File: src/rtl/npu_pkg.sv
// Shared definitions for the NPU host load sequencer: FSM states, register map, mode codes.
// Latency: n/a (package only).
// Backpressure: n/a (package only).
package npu_pkg;

   // Load sequencer states; the numeric encoding is visible in STATUS[2:0]
   typedef enum logic [2:0] {
      ST_IDLE   = 3'd0,
      ST_L_IMG  = 3'd1,
      ST_L_C12  = 3'd2,
      ST_L_C34  = 3'd3,
      ST_L_C5   = 3'd4,
      ST_L_DONE = 3'd5,
      ST_INFER  = 3'd6
   } state_e;

   // Avalon register map (word addresses)
   localparam logic [1:0] ADDR_CTRL   = 2'd0;
   localparam logic [1:0] ADDR_DATA   = 2'd1;
   localparam logic [1:0] ADDR_STATUS = 2'd2;
   localparam logic [1:0] ADDR_RESULT = 2'd3;

   // control_reg mode values seen by mem_top (also the CTRL command values)
   localparam logic [31:0] MODE_IDLE  = 32'd0;
   localparam logic [31:0] MODE_LOAD  = 32'd1;
   localparam logic [31:0] MODE_INFER = 32'd2;

   // Default phase word counts
   localparam int DEF_IMG_WORDS = 224;
   localparam int DEF_C12_WORDS = 320;
   localparam int DEF_C34_WORDS = 9248;
   localparam int DEF_C5_WORDS  = 9248;

   // Fixed load order: image, conv1/2, conv3/4, conv5, then done
   function automatic state_e next_phase(input state_e s);
      case (s)
         ST_L_IMG: return ST_L_C12;
         ST_L_C12: return ST_L_C34;
         ST_L_C34: return ST_L_C5;
         ST_L_C5:  return ST_L_DONE;
         default:  return s;
      endcase
   endfunction

endpackage

File: src/rtl/npu_sync_fifo.sv
// Generic synchronous FIFO with flush; DEPTH must be a power of two.
// Latency: a pushed word is visible at dout_o/empty_o the cycle after the push.
// Backpressure: full_o blocks pushes, empty_o blocks pops; flush_i wins over push/pop.
module npu_sync_fifo #(
   parameter int WIDTH = 32,
   parameter int DEPTH = 8
) (
   input  logic             clk,
   input  logic             reset,
   input  logic             flush_i,
   input  logic             push_i,
   input  logic [WIDTH-1:0] din_i,
   input  logic             pop_i,
   output logic [WIDTH-1:0] dout_o,
   output logic             full_o,
   output logic             empty_o
);

   localparam int AW = (DEPTH > 1) ? $clog2(DEPTH) : 1;

   logic [WIDTH-1:0] mem_q [DEPTH];
   logic [AW-1:0]    wr_ptr_q, rd_ptr_q;
   logic [AW:0]      cnt_q;
   logic             push_ok, pop_ok;

   assign full_o  = (cnt_q == (AW+1)'(DEPTH));
   assign empty_o = (cnt_q == '0);
   assign push_ok = push_i & ~full_o;
   assign pop_ok  = pop_i & ~empty_o;
   assign dout_o  = mem_q[rd_ptr_q];

   // Pointer and occupancy update; pointers wrap naturally at the power-of-two depth
   always_ff @(posedge clk) begin
      if (reset || flush_i) begin
         wr_ptr_q <= '0;
         rd_ptr_q <= '0;
         cnt_q    <= '0;
      end else begin
         if (push_ok) wr_ptr_q <= wr_ptr_q + 1'b1;
         if (pop_ok)  rd_ptr_q <= rd_ptr_q + 1'b1;
         cnt_q <= cnt_q + (AW+1)'(push_ok) - (AW+1)'(pop_ok);
      end
   end

   // Storage write; contents need no reset since occupancy gates every read
   always_ff @(posedge clk) begin
      if (push_ok) mem_q[wr_ptr_q] <= din_i;
   end

endmodule

File: src/rtl/npu_load_ctrl.sv
// Host load/control sequencer feeding mem_top; optional checksum under NPU_LOAD_CHKSUM_EN.
// Latency: host DATA word reaches writedata/wr_valid 2 cycles after acceptance; readdata 1 cycle.
// Backpressure: waitrequest stalls a DATA write while the payload FIFO is full.
module npu_load_ctrl
   import npu_pkg::*;
#(
   parameter int FIFO_DEPTH = 8,
   parameter int IMG_WORDS  = DEF_IMG_WORDS,
   parameter int C12_WORDS  = DEF_C12_WORDS,
   parameter int C34_WORDS  = DEF_C34_WORDS,
   parameter int C5_WORDS   = DEF_C5_WORDS,
   parameter int CNT_W      = 14
) (
   input  logic        clk,
   input  logic        reset,
   input  logic        chipselect,
   input  logic        write,
   input  logic        read,
   input  logic [1:0]  address,
   input  logic [31:0] avs_writedata,
   output logic [31:0] readdata,
   output logic        waitrequest,
   output logic [31:0] writedata,
   output logic        wr_valid,
   output logic [31:0] control_reg,
   input  logic [7:0]  D_OUT
);

   localparam logic [CNT_W-1:0] IMG_LAST = CNT_W'(IMG_WORDS - 1);
   localparam logic [CNT_W-1:0] C12_LAST = CNT_W'(C12_WORDS - 1);
   localparam logic [CNT_W-1:0] C34_LAST = CNT_W'(C34_WORDS - 1);
   localparam logic [CNT_W-1:0] C5_LAST  = CNT_W'(C5_WORDS - 1);

   state_e           state_q, state_d;
   logic [CNT_W-1:0] cnt_q, cnt_d, phase_last;
   logic             err_q, err_d;
   logic             wr_valid_q, wr_valid_d;
   logic [31:0]      writedata_q, writedata_d;
   logic [31:0]      control_reg_q, control_reg_d;
   logic [31:0]      readdata_q, readdata_d;
   logic [15:0]      result_hi;

   logic        ctrl_wr, data_wr, in_load;
   logic        ctrl_load, ctrl_idle, ctrl_infer, flush;
   logic        push, pop;
   logic        fifo_full, fifo_empty;
   logic [31:0] fifo_dout;

   assign ctrl_wr    = chipselect & write & (address == ADDR_CTRL);
   assign data_wr    = chipselect & write & (address == ADDR_DATA);
   assign ctrl_load  = ctrl_wr & (avs_writedata == MODE_LOAD);
   assign ctrl_idle  = ctrl_wr & (avs_writedata == MODE_IDLE);
   assign ctrl_infer = ctrl_wr & (avs_writedata == MODE_INFER);
   assign flush      = ctrl_load | ctrl_idle;
   assign in_load    = (state_q inside {ST_L_IMG, ST_L_C12, ST_L_C34, ST_L_C5});
   assign push       = data_wr & in_load & ~fifo_full;
   assign pop        = in_load & ~fifo_empty;

   // A push that coincides with a pop while full still stalls: full is the registered occupancy
   assign waitrequest = data_wr & fifo_full;
   assign readdata    = readdata_q;
   assign writedata   = writedata_q;
   assign wr_valid    = wr_valid_q;
   assign control_reg = control_reg_q;

   npu_sync_fifo #(
      .WIDTH (32),
      .DEPTH (FIFO_DEPTH)
   ) u_fifo (
      .clk     (clk),
      .reset   (reset),
      .flush_i (flush),
      .push_i  (push),
      .din_i   (avs_writedata),
      .pop_i   (pop),
      .dout_o  (fifo_dout),
      .full_o  (fifo_full),
      .empty_o (fifo_empty)
   );

   // Last-word index of the phase currently being loaded
   always_comb begin
      phase_last = IMG_LAST;
      case (state_q)
         ST_L_C12: phase_last = C12_LAST;
         ST_L_C34: phase_last = C34_LAST;
         ST_L_C5:  phase_last = C5_LAST;
         default:  phase_last = IMG_LAST;
      endcase
   end

   // Next state: pops walk the phases, then host CTRL commands override
   always_comb begin
      state_d = state_q;
      cnt_d   = cnt_q;
      err_d   = err_q;
      if (pop) begin
         if (cnt_q == phase_last) begin
            cnt_d   = '0;
            state_d = next_phase(state_q);
         end else begin
            cnt_d = cnt_q + 1'b1;
         end
      end
      if (data_wr && !in_load) err_d = 1'b1;
      if (ctrl_wr) begin
         if (ctrl_load) begin
            state_d = ST_L_IMG;
            cnt_d   = '0;
            err_d   = 1'b0;
         end else if (ctrl_infer) begin
            if (state_q == ST_L_DONE) state_d = ST_INFER;
            else                      err_d   = 1'b1;
         end else if (ctrl_idle) begin
            // The word popped this cycle is discarded, so it is not counted
            state_d = ST_IDLE;
            cnt_d   = cnt_q;
         end else begin
            err_d = 1'b1;
         end
      end
   end

   // Output stage: payload formatting, mode register and host readback mux
   always_comb begin
      wr_valid_d  = pop & ~flush;
      writedata_d = writedata_q;
      if (wr_valid_d) begin
         writedata_d = (state_q == ST_L_IMG) ? fifo_dout : {24'b0, fifo_dout[7:0]};
      end
      case (state_q)
         ST_IDLE:  control_reg_d = MODE_IDLE;
         ST_INFER: control_reg_d = MODE_INFER;
         default:  control_reg_d = MODE_LOAD;
      endcase
      readdata_d = readdata_q;
      if (chipselect && read) begin
         case (address)
            ADDR_CTRL:   readdata_d = {30'b0, control_reg_q[1:0]};
            ADDR_STATUS: readdata_d = 32'({cnt_q, err_q, fifo_full, fifo_empty, state_q});
            ADDR_RESULT: readdata_d = {result_hi, 8'b0, D_OUT};
            default:     readdata_d = '0;
         endcase
      end
   end

   // State and output registers
   always_ff @(posedge clk) begin
      if (reset) begin
         state_q       <= ST_IDLE;
         cnt_q         <= '0;
         err_q         <= 1'b0;
         wr_valid_q    <= 1'b0;
         writedata_q   <= '0;
         control_reg_q <= '0;
         readdata_q    <= '0;
      end else begin
         state_q       <= state_d;
         cnt_q         <= cnt_d;
         err_q         <= err_d;
         wr_valid_q    <= wr_valid_d;
         writedata_q   <= writedata_d;
         control_reg_q <= control_reg_d;
         readdata_q    <= readdata_d;
      end
   end

`ifdef NPU_LOAD_CHKSUM_EN
   logic [15:0] chk_q, chk_d;

   // Wrapping byte sum of every emitted payload word; parameter words carry zero upper bytes
   always_comb begin
      chk_d = chk_q;
      if (ctrl_load) begin
         chk_d = '0;
      end else if (wr_valid_q) begin
         chk_d = chk_q + 16'(writedata_q[7:0]) + 16'(writedata_q[15:8])
                       + 16'(writedata_q[23:16]) + 16'(writedata_q[31:24]);
      end
   end

   // Checksum register
   always_ff @(posedge clk) begin
      if (reset) chk_q <= '0;
      else       chk_q <= chk_d;
   end

   assign result_hi = chk_q;
`else
   assign result_hi = 16'h0000;
`endif

endmodule
File: config.mk
export PLATFORM = sky130hd
export DESIGN_NAME = npu_load_ctrl
export DESIGN_NICKNAME = d
export VERILOG_FILES = /design/src/rtl/npu_pkg.sv /design/src/rtl/npu_sync_fifo.sv /design/src/rtl/npu_load_ctrl.sv
export SDC_FILE = /design/constraint.sdc
export NUM_CORES = 1
export LEC_CHECK = 0
export ABC_AREA = 1
export BUFFER_PORTS_ARGS = -buffer_cell sky130_fd_sc_hd__buf_2
export CORE_MARGIN = 3
export CORE_UTILIZATION = 49
export DETAILED_ROUTE_END_ITERATION = 16
export GPL_TIMING_DRIVEN = 0
export PLACE_DENSITY = 0.77
export SKIP_CTS_REPAIR_TIMING = 1
export SLEW_MARGIN = 20
export SYNTH_ARGS = -nofsm -noshare
export SYNTH_HDL_FRONTEND = slang
export SYNTH_SLANG_ARGS = --single-unit
File: constraint.sdc
create_clock -name clk -period 7.94 [get_ports clk]
set_input_delay 0.397 -clock clk [delete_from_list [all_inputs] [get_ports clk]]
set_output_delay 0.397 -clock clk [all_outputs]
set_load 0.01 [all_outputs]
# After elaboration in Yosys (flattened, before gate mapping)
# Memories as Yosys holds them, arrays and structs flattened. A register that Yosys moved wholly into a read port is not among the register bits.
# Cells that the tools add are included.
word_totals:
  regBits: 125
  ram_bits: 256
  in_bits: 47
  output_inout_bits: 98
  wordCells: 85
  memories: 1
op_classes:
  n_addsub: 5
  n_eq_ne: 14
  mux: 28
  bitwise_logic: 17
  n_reduce_logical: 10
mem_list:
  columns: ["name", "words", "width", "read_ports", "rd_clocked_by_memory_dff", "wr", "line", "rtl"]
  rows:
  - ["u_fifo.mem_q", 8, 32, 1, 1, 1, "npu_sync_fifo.sv:21", "logic [WIDTH-1:0] mem_q [DEPTH];"]
op_table:
  columns: ["operator", "count"]
  rows:
  - ["$mux 14", 6]
  - ["$pmux 20 s3", 1]
  - ["$eq 32x1->1 const B", 1]
  - ["$eq 32x2->1 const B", 1]
  - ["$logic_not 32->1", 1]
  - ["$mux 32", 1]
  - ["$pmux 14 s2", 1]
  - ["$mux 3", 9]
  - ["$add 14x1->14 const B", 1]
  - ["$eq 14x14->1", 1]
  - ["$and 1x1->1", 13]
  - ["$pmux 3 s4", 1]
  - ["$eq 3x3->1 const B", 3]
  - ["$mux 1", 8]
  - ["$add 3x1->3 const B", 2]
  - ["$eq 3x2->1 const B", 2]
  - ["$add 4x1->4", 1]
  - ["$eq 2x2->1 const B", 2]
  - ["$eq 4x4->1 const B", 1]
  - ["$logic_not 4->1", 1]
  - ["$ne 4x3->1 const B", 1]
  - ["$pmux 2 s2", 1]
  - ["$reduce_bool 4->1", 1]
  - ["$sub 4x1->4", 1]
  - ["10 further kinds", 13]

# Logic depth before layout (Yosys ltp)
# Gate-level depths: netlist (run 1).
depth:
  ltp_word: 10
  ltp_mapped: 15
  ltp_nobuf: 14

# Cells and area by module
# From an unflattened synthesis (run 1), not the netlist that was laid out.
hier_totals:
  hier_cells: 1719
  hier_area_um2: 15514.9
modules_own_cells:
  columns: ["module", "instances", "cells_each", "area_per_inst_um2", "seq_area_each_um2"]
  rows:
  - ["npu_sync_fifo", 1, 1172, 11634.9, 7947.6]
  - ["npu_load_ctrl", 1, 547, 3880.0, 1461.4]

# Worst setup path before layout (run 1)
# OpenSTA, ideal clock, no wires.
synth_path:
  path_kind: "flip-flop to flip-flop"
  from: "reg state_q[2]"
  to: "mem u_fifo.mem_q[2][0] (enable)"
  setup_time_ns: 0.461
  arrival_ns: 3.365
  required_ns: 7.479
  path_slack_ns: 4.114
  path_stages_with_launch: 8
  path_buffers: 0
  synth_period_minus_slack_ns: 3.826
  cell_sequence: "dfxtp_1 -> inv_2 -> nand2_1 -> nand2_2 -> nand2_2 -> nand2_1 -> or2_2 -> nor3_1"
synth_via:
  elab_chain_cells: 7
  word_cells_on_any_way: 10
  cone_classes: "eq/ne: 4; mux: 2; bitwise: 3; reduce/logical: 1"
synth_lines:
  columns: ["element", "line", "rtl"]
  rows:
  - ["from (decl)", "npu_load_ctrl.sv:34", "state_e state_q, state_d;"]
  - ["from (signal assigned)", "npu_load_ctrl.sv:158", "state_q <= state_d;"]
  - ["$eq 3x1->1 (tied with other cells)", "npu_load_ctrl.sv:55", "assign in_load = (state_q inside {ST_L_IMG, ST_L_C12, ST_L_C34, ST_L_C5});"]
  - ["$reduce_bool 4->1 (*)", "npu_load_ctrl.sv:55", null]
  - ["$and 1x1->1 (*) (2 in series)", "npu_load_ctrl.sv:56", "assign push = data_wr & in_load & ~fifo_full;"]
  - ["$and 1x1->1 (*)", "npu_sync_fifo.sv:28", "assign push_ok = push_i & ~full_o;"]
  - ["$mux 1 (*)", "npu_sync_fifo.sv:47", "if (push_ok) mem_q[wr_ptr_q] <= din_i;"]
  - ["$mux 1 (implied by the code) (*)", "npu_sync_fifo.sv:47", null]
  - ["to (decl)", "npu_sync_fifo.sv:21", null]
# Every way passes the cells marked *; elsewhere a longest branch is shown, timed or not.

# Worst setup path after layout (run 1)
layout_path:
  from: "reg state_q[2]"
  to: "mem u_fifo.mem_q[4][30] (enable)"
# Same word-level chain as after synthesis.

==> impl_metrics.tcl, run 1 <==
set metrics [dict create \
    grt_pass1_wl_mm 56.6 \
    yosys_most_used_dff "edfxtp_1" \
    cts_root_buffer "clkbuf_16" \
    p_leak_nw 6.45 \
    clk_latency_ns 0.54 \
    end_kind "register" \
    relSlewSlack_pct 43.5 \
    clkPwrFrac_pct 44.4 \
    drive_gt1_share_pct 17.9 \
    pwr-share-comb_pct 2.4 \
    wl_met3_mm 3.74 \
    fin_area_mm2 0.0169 \
    synth_seq_cells 342 \
    synth-warning-count 0 \
    fin_crit_sh_pct 38.4 \
    synth_edf_count 256 \
    viasPerCell 5.49 \
    netlist_area_mm2 0.0144 \
    postRouteAntennaNets 0 \
    vias 10900 \
    rsz0062_at_grt "false" \
    synth_top_area_share_pct 53.4 \
    synthTopCellsByArea "edfxtp_1 (53%), dfxtp_1 (12%), nor2_1 (6.1%), o21ai_0 (5.2%), nand2_1 (5.0%)" \
    area_delta_synth_final_pct 17.6 \
    dpl.hpwl_mm 25.9 \
    worstMarginPinSlew_ns 0.844 \
    yosys.area.top_type "edfxtp_1" \
    peakVddDrop_mv 0.205 \
    port_buffers 101 \
    cp_max_fo 9 \
    timing_hold_violations_final 0 \
    outcome "finished clean" \
    grtUsageTotal_pct 23.3 \
    drc 0 \
    cts_tree "built" \
    largest_reg_flops 256 \
    synthCells 1364 \
    placed_area_mm2 0.0158 \
    period_minus_slack_ns 3.05 \
    dr.pass1.iters 6 \
    intPower_mw 2.87 \
    fmaxAchievable_mhz 328 \
    synth.most_common_cell "edfxtp_1" \
    grt-ovfl-total 0 \
    cts_sinks 342 \
    crit_arrival_ns 3.28 \
    ios 145 \
    syn_avg_cell_area_um2 10.6 \
    finalClockSkew_ns 0.0279 \
    ys_async_sr_fraction_pct 0 \
    fin_nets 1629 \
    synth-seq-area-share_pct 65.4 \
    die_w_um 177 \
    regMostFlops "u_fifo.mem_q" \
    rows 62 \
    cp-start-kind "register" \
    gp_congestion 0.902 \
    fin_setup_tns_ns 0 \
    worstSetupPathType "reg -> reg" \
    cap_viol_max_count 0 \
    initial_core_util_pct 49.9 \
    hold_path_class "in -> reg" \
    dieArea_mm2 0.0315 \
    routed.top_layer "met5" \
    die_y_um 177 \
    clockBufferDepth 3 \
    drtIter0Drc 1192 \
    grt_max_degree 15 \
    setup_viol 0 \
    power.density_mw_per_mm2 213 \
    core_area_mm2 0.0289 \
    synthDistinctLibCells 42 \
    seq_power_share_pct 53.2 \
    path_clk_slew_ns 0.06 \
    worstPathRequired_ns 8.17 \
    p_total_mw 3.61 \
    wl_met2_mm 17.8 \
    swShare_pct 20.5 \
    antenna_found_initial 4 \
    numCtsBuffers 35 \
    wl_per_cell_um 18.9 \
    drv_slew 0 \
    cts-htree-levels 2 \
    switchingPower_uw 739 \
    routed_wl_mm 37.5 \
    first_global_vias 10300 \
    met1Wirelength_mm 14.5 \
    synth_common_cells "edfxtp_1 (256), nor2_1 (235), nand2_1 (193), o21ai_0 (151), dfxtp_1 (86)" \
]
## critical path, cell delays in order (launching register included)
cell,delay (ns)
dfxtp_1,0.44
inv_2,0.14
nand2_1,0.16
nand2_2,0.09
nand2_2,0.12
nand2_1,0.12
or2_2,0.36
nor3_2,0.54
buf_4,0.33
buf_4,0.23
buf_4,0.19
## cell usage in the layout, fill, tap and decap left out, types with 3 or more instances in the layout
cell        count
o21ai_2         4
o221ai_1       34
edfxtp_1      256
inv_1          83
nand3_2         3
nand2_1       193
nor3_1          8
buf_2         117
buf_6          12
clkinv_2        4
clkinv_1        7
inv_2           6
clkinvlp_4      3
nand3_1        47
or2_2           3
o21ai_1        14
nor2_1        235
nand2_2         5
nor2_4          4
a31oi_1         6
dfxtp_1        86
ha_1            9
o22ai_1        24
buf_4          67
clkbuf_1       52
a21oi_1        35
nand2_4         3
clkbuf_16      36
conb_1         42
nand4_1        10
o21ai_0       151
xor2_1          7
nor3_2          8
## stage by stage
stage / utilization, % / hold WS [ns] / std cells / setup WS [ns]
finish: 58.7 / 0.114 / 1985 / 4.89
global route: 58.7 / 0.122 / 1984 / 4.72
CTS: 58.7 / 0.104 / 1983 / 4.92
detailed placement: 54.8 / 0.452 / 1919 / 4.96
global placement: 53.8 / 0.453 / 1890 / 2.02
floorplan: - / 0.450 / 1405 / 4.11
## per-layer routing
metal | vias up | GRT usage [%]
li1 | 5062 | -
met1 | 5096 | 30.4
met2 | 620 | 38.6
met3 | 107 | 4.39
met4 | 6 | 9.52
met5 | - | 0
## power groups by stage
stage / sequential [mW] / clock [mW] / combinational, mW
6_report: 1.92 / 1.60 / 0.0856
5_1_grt: 1.92 / 1.69 / 0.0940
4_1_cts: 1.92 / 1.62 / 0.0837
3_5_place_dp: 1.96 / 0 / 0.0833
3_3_place_gp: 1.96 / 0 / 0.0815
2_1_floorplan: 1.96 / 0 / 0.0431
## final timing paths
check / slack, ns / from / cells after the start / endpoint
max: 4.89 / state_q[2]$_SDFF_PP0_ / 10 / u_fifo.mem_q[4][30]$_DFFE_PP_
min: 0.11 / D_OUT[3] / 3 / readdata[3]$_SDFFE_PP0P_
max reg2reg: 4.89 / state_q[2]$_SDFF_PP0_ / 10 / u_fifo.mem_q[4][30]$_DFFE_PP_
min reg2reg: 0.46 / readdata[15]$_SDFFE_PP0P_ / 2 / readdata[15]$_SDFFE_PP0P_
## cells by family after synthesis
kind of cell / share of synthesized area (%)
AO/OA/AOI/OAI: 10.7
XOR/XNOR: 0.426
AND/OR/NAND/NOR: 15.7
other: 0.0260
adder cells (fa/ha/maj): 0.921
buffers and inverters: 6.89
flip-flops: 65.4
## area by class of cell
| cell class | count | area (um^2) |
|---|---|---|
| fill | 2354 | 11900 |
| sequential | 342 | 9410 |
| multi-input combinational | 861 | 4190 |
| clock buffer | 46 | 958 |
| timing repair buffer | 130 | 742 |
| buffer | 112 | 654 |
| tap | 384 | 480 |
| inverter | 90 | 338 |
| clock inverter | 18 | 159 |
| antenna | 2 | 5.00 |
No activity file was read; power rests on OpenSTA's default activity.
==> run 2, diff against run 1 <==
--- a/config.mk
+++ b/config.mk
@@ -5,13 +5,13 @@
 export SDC_FILE = /design/constraint.sdc
 export NUM_CORES = 1
 export LEC_CHECK = 0
-export ABC_AREA = 1
+export ABC_AREA = 0
 export BUFFER_PORTS_ARGS = -buffer_cell sky130_fd_sc_hd__buf_2
 export CORE_MARGIN = 3
 export CORE_UTILIZATION = 49
 export DETAILED_ROUTE_END_ITERATION = 16
 export GPL_TIMING_DRIVEN = 0
-export PLACE_DENSITY = 0.77
+export PLACE_DENSITY = 0.8
 export SKIP_CTS_REPAIR_TIMING = 1
 export SLEW_MARGIN = 20
 export SYNTH_ARGS = -nofsm -noshare
==> constraint.sdc (replaced) <==
create_clock -name clk -period 2.56 [get_ports clk]
set_input_delay 0.128 -clock clk [delete_from_list [all_inputs] [get_ports clk]]
set_output_delay 0.128 -clock clk [all_outputs]
set_load 0.01 [all_outputs]
==> impl_metrics.tcl, run 2 <==
set metrics [dict create \
    outcome "finished, violations left" \
    violations "hold timing" \
    multi_input_area_mm2 0.00400 \
    finalClockSkew_ns 0.0360 \
    dpl.hpwl_mm 20.3 \
    first_global_vias 8182 \
    fin_nets 1159 \
    synthMuxAreaShare_pct 13.5 \
    synth_top_family_by_area "multiplexers" \
    initial_core_util_pct 50.3 \
    rows 60 \
    antenna_found_initial 3 \
    yosys_most_used_dff "edfxtp_1" \
    end_kind "register" \
    viasPerCell 5.70 \
    p_leak_nw 5.92 \
    drv_slew 0 \
    synth-warning-count 0 \
    synthDistinctLibCells 59 \
    gp_congestion 0.864 \
    ff_latch_area_mm2 0.00941 \
    postRouteAntennaNets 0 \
    cts-htree-levels 2 \
    synth_fa_ha_area_share_pct 0.967 \
    synth_common_cells "edfxtp_1 (256), dfxtp_1 (86), nor2_1 (70), mux4_2 (64), buf_4 (43)" \
    numCtsBuffers 35 \
    timing_hold_violations_final 3 \
    relSlewSlack_pct 41.5 \
    setup_viol 0 \
    core_area_mm2 0.0273 \
    worstSetupPathType "reg -> reg" \
    synth.most_common_cell "edfxtp_1" \
    grt_pass1_wl_mm 48.7 \
    utilization_pct 62.4 \
    regMostFlops "u_fifo.mem_q" \
    period_minus_slack_ns 2.53 \
    largest_reg_flops 256 \
    fin_cells 1503 \
    p_total_mw 11.7 \
    cp_max_fo 10 \
    synth_edf_count 256 \
    wl_per_cell_um 22.4 \
    hold_path_class "in -> reg" \
    path_clk_slew_ns 0.07 \
    ys_async_sr_fraction_pct 0 \
    synth_top_area_share_pct 56.0 \
    peakVddDrop_mv 0.525 \
    cp-start-kind "register" \
    clockBufferDepth 3 \
    routed_wl_mm 33.7 \
    crit_arrival_ns 2.92 \
    fin_crit_sh_pct 98.8 \
    final_common_cell "edfxtp_1" \
    fin_setup_tns_ns 0 \
    fin_area_mm2 0.0170 \
    yosys.area.top_type "edfxtp_1" \
    netlist_area_mm2 0.0137 \
    clk_latency_ns 0.53 \
    cts_root_buffer "clkbuf_16" \
    cap_viol_max_count 0 \
    yosys.area_share.simple_pct 7.78 \
    syn_avg_cell_area_um2 16.0 \
    area_delta_synth_final_pct 23.9 \
    final_cell_mix "edfxtp_1 (256), buf_2 (111), dfxtp_1 (86), nor2_1 (64), mux4_2 (64)" \
    drive_gt1_share_pct 32.1 \
    fmaxAchievable_mhz 396 \
    grtUsageTotal_pct 20.9 \
    synthTopCellsByArea "edfxtp_1 (56%), dfxtp_1 (13%), mux4_2 (11%), buf_4 (2.4%), mux2_2 (2.2%)" \
    port_buffers 101 \
    worstMarginPinSlew_ns 0.878 \
    dieArea_mm2 0.0300 \
    synth_xor_area_share_pct 1.21 \
    synth_seq_cells 342 \
    drc 0 \
    vias 8574 \
    dr.pass1.iters 5 \
    fillers 1897 \
    power.density_mw_per_mm2 688 \
    cts_tree "built" \
    synth-seq-area-share_pct 68.6 \
    ios 145 \
    cts_sinks 342 \
    die_w_um 173 \
    drtIter0Drc 1006 \
    fin_hold_ws_ns -0.0123 \
    synth_compound_area_share_pct 3.88 \
    synthCells 859 \
    grt-ovfl-total 0 \
    worstPathRequired_ns 2.95 \
    die_y_um 173 \
    grt_max_degree 20 \
    placed_area_mm2 0.0152 \
    dp.cells 1385 \
]
## run 2: where the power goes
group | internal [mW] | switching, mW | leakage, nW
logic | 0.132 | 0.185 | 2.34
registers | 5.95 | 0.00269 | 2.99
clock network | 3.24 | 2.18 | 0.588
## run 2: final timing paths
path / startpoint / end / slack (ns) / depth (start not counted)
worst max-delay path: register / writedata[24]$_SDFFE_PP0P_ / 0.03 / 6
worst min-delay path: chipselect / readdata[1]$_SDFFE_PP0P_ / -0.01 / 3
worst max register to register: register / writedata[24]$_SDFFE_PP0P_ / 0.03 / 6
worst min register to register: writedata[30]$_SDFFE_PP0P_ / writedata[30]$_SDFFE_PP0P_ / 0.47 / 2
## run 2: cell type report
| cell class | count | area share (%) |
|---|---|---|
| diodes | 3 | 0.0442 |
| plain buffers | 86 | 3.04 |
| clock buffers | 38 | 5.22 |
| clock inverters | 25 | 1.95 |
| inverters | 14 | 0.353 |
| multi-input cells | 457 | 23.5 |
| flip-flops and latches | 342 | 55.3 |
| well taps | 372 | 2.74 |
| repair buffers | 166 | 7.80 |
## run 2: per-stage QoR
step	hold slack, ns	setup slack [ns]
2_1_floorplan	0.227	-0.0681
3_3_place_gp	0.411	-1.01
3_5_place_dp	0.421	-0.509
4_1_cts	-0.131	-0.549
5_1_grt	0.0174	-0.0559
6_report	-0.0123	0.0318
## run 2: logic make-up after synthesis
| group | after synthesis |
|---|---|
| simple gates | 206 |
| fa+ha+maj | 10 |
| buf+inv | 101 |
| xor+xnor | 19 |
| other cells | 1 |
| compound gates | 79 |
| flops | 342 |
| mux | 101 |
## run 2: per-layer routing
metal  track usage [%]  part of all wire [%]
met4              7.64                   3.2
met5                 0                 0.021
met3              4.05                   7.8
met1              28.4                    40
met2              33.9                    49
## run 2: critical path: stages (launching register included)
cell,delay [ns]
dfxtp_1,0.33
clkbuf_1,0.53
clkbuf_1,0.59
mux4_2,0.44
mux2_2,0.30
nand3_1,0.12
o21ai_0,0.09
==> run 3, diff against run 2 <==
--- a/config.mk
+++ b/config.mk
@@ -7,9 +7,10 @@
 export LEC_CHECK = 0
 export ABC_AREA = 0
 export BUFFER_PORTS_ARGS = -buffer_cell sky130_fd_sc_hd__buf_2
-export CORE_MARGIN = 3
+export CAP_MARGIN = 20
 export CORE_UTILIZATION = 49
 export DETAILED_ROUTE_END_ITERATION = 16
+export GPL_ROUTABILITY_DRIVEN = 0
 export GPL_TIMING_DRIVEN = 0
 export PLACE_DENSITY = 0.8
 export SKIP_CTS_REPAIR_TIMING = 1
==> impl_metrics.tcl, run 3 (synthesis results as in run 2) <==
set metrics [dict create \
    outcome "finished, violations left" \
    violations "hold timing" \
    clk_latency_ns 0.53 \
    dieArea_mm2 0.0287 \
    cap_viol_max_count 0 \
    dpl.hpwl_mm 20.0 \
    place_ws_ns -0.367 \
    cts_sinks 342 \
    routed_wl_mm 32.5 \
    postRouteAntennaNets 0 \
    grt_max_degree 21 \
    grt-ovfl-total 0 \
    viasPerCell 5.61 \
    final_common_cell "edfxtp_1" \
    fillers 1908 \
    drc 0 \
    end_kind "register" \
    drtIter0Drc 844 \
    hold_start "D_OUT[3]" \
    drv_slew 0 \
    power.density_mw_per_mm2 673 \
    die_w_um 169 \
    wl_per_cell_um 21.7 \
    worstSetupPathType "reg -> reg" \
    vias 8405 \
    cts_tree "built" \
    dr.pass1.iters 7 \
    grtUsageTotal_pct 21.8 \
    fin_setup_tns_ns 0 \
    multi_input_area_mm2 0.00399 \
    holdPathStages 5 \
    first_global_vias 7975 \
    p_total_mw 11.3 \
    fin_hold_ws_ns -0.0194 \
    fmaxAchievable_mhz 397 \
    cp-start-kind "register" \
    numCtsBuffers 35 \
    period_minus_slack_ns 2.52 \
    port_buffers 101 \
    grt_pass1_wl_mm 46.4 \
    clockBufferDepth 3 \
    regMostFlops "u_fifo.mem_q" \
    fin_crit_sh_pct 98.3 \
    area_delta_synth_final_pct 22.8 \
    die_y_um 169 \
    initial_core_util_pct 50.5 \
    largest_reg_flops 256 \
    worstMarginPinSlew_ns 0.864 \
    hold-path-endpoint "readdata[3]$_SDFFE_PP0P_" \
    timing_hold_violations_final 2 \
    setup_viol 0 \
    crit_arrival_ns 2.89 \
    r2r-end "writedata[17]$_SDFFE_PP0P_" \
    reg2reg_depth 6 \
    final_cell_mix "edfxtp_1 (256), buf_2 (111), dfxtp_1 (86), nor2_1 (64), mux4_2 (64)" \
    rrSetupSlack_ns 0.04 \
    core_area_mm2 0.0272 \
    cp_max_fo 10 \
    drive_gt1_share_pct 31.5 \
    path_clk_slew_ns 0.06 \
    ios 145 \
    cts_root_buffer "clkbuf_16" \
    hold_path_class "in -> reg" \
    p_leak_nw 5.84 \
    finalClockSkew_ns 0.0199 \
    ff_latch_area_mm2 0.00941 \
    relSlewSlack_pct 42.4 \
    utilization_pct 62.0 \
    antenna_found_initial 2 \
    setup_ws_ns 0.0432 \
    rows 60 \
    peakVddDrop_mv 0.443 \
    cts-htree-levels 2 \
    fin_nets 1157 \
    worstPathRequired_ns 2.93 \
]
[run 3: changes by cell type in the layout (fill, tap and decap cells not counted), moves of 2 or more]
cell / previous run / this run
buf_16: 7 / 5
clkbuf_8: 0 / 5
clkbuf_1: 29 / 34
clkinv_1: 5 / 3
clkinv_8: 2 / 0
clkinvlp_4: 3 / 1
bufinv_16: 7 / 3
[run 3: worst max-delay path by stage]
stage | startpoint | endpoint | slack (ns) | cells past startpoint
after floorplan | state_q[2]$_SDFF_PP0_ | u_fifo.mem_q[1][0]$_DFFE_PP_ | -0.07 | 6
after CTS | state_q[1]$_SDFF_PP0_ | u_fifo.mem_q[0][24]$_DFFE_PP_ | -0.33 | 8
after global routing | state_q[0]$_SDFF_PP0_ | u_fifo.cnt_q[2]$_SDFF_PP0_ | -0.04 | 11
final | register | writedata[17]$_SDFFE_PP0P_ | 0.04 | 6
after global placement | state_q[1]$_SDFF_PP0_ | u_fifo.mem_q[5][20]$_DFFE_PP_ | -1.01 | 6
after detailed placement | avs_writedata[18] | writedata[22]$_SDFFE_PP0P_ | -0.37 | 8
[run 3: power breakdown]
part	total, mW	switching, mW	internal [mW]
sequential	5.95	0.00306	5.95
combinational	0.312	0.179	0.133
clock	5.06	2.08	2.98
[run 3: per-stage QoR]
step / instance area [um^2] / instances
after CTS: 16300 / 1445
after global routing: 16800 / 1498
after detailed placement: 15100 / 1384
after global placement: 14900 / 1373
final: 16800 / 1498
after floorplan: 13900 / 900
[run 3: layout make-up]
cell class                 count  share of cell area [%]
multi-input combinational    457                    23.7
buffer                        86                    3.06
inverter                      14                   0.356
clock buffer                  47                    5.76
timing repair buffer         164                    7.51
sequential                   342                    55.8
clock inverter                14                   0.965
antenna                        2                  0.0297
tap                          372                    2.76
[run 3: critical path, stage by stage (launching register included)]
cell and delay, ns:
dfxtp_1 0.30, clkbuf_1 0.47, clkbuf_1 0.65, mux4_2 0.42, mux2_2 0.28, nand3_1 0.11
o21ai_0 0.13
[run 3: routing by layer]
layer	global-route usage, %	part of all wire (%)
met4	8.26	2.8
met3	3.26	8.0
met1	29.3	40
met5	0	0
met2	36.0	49
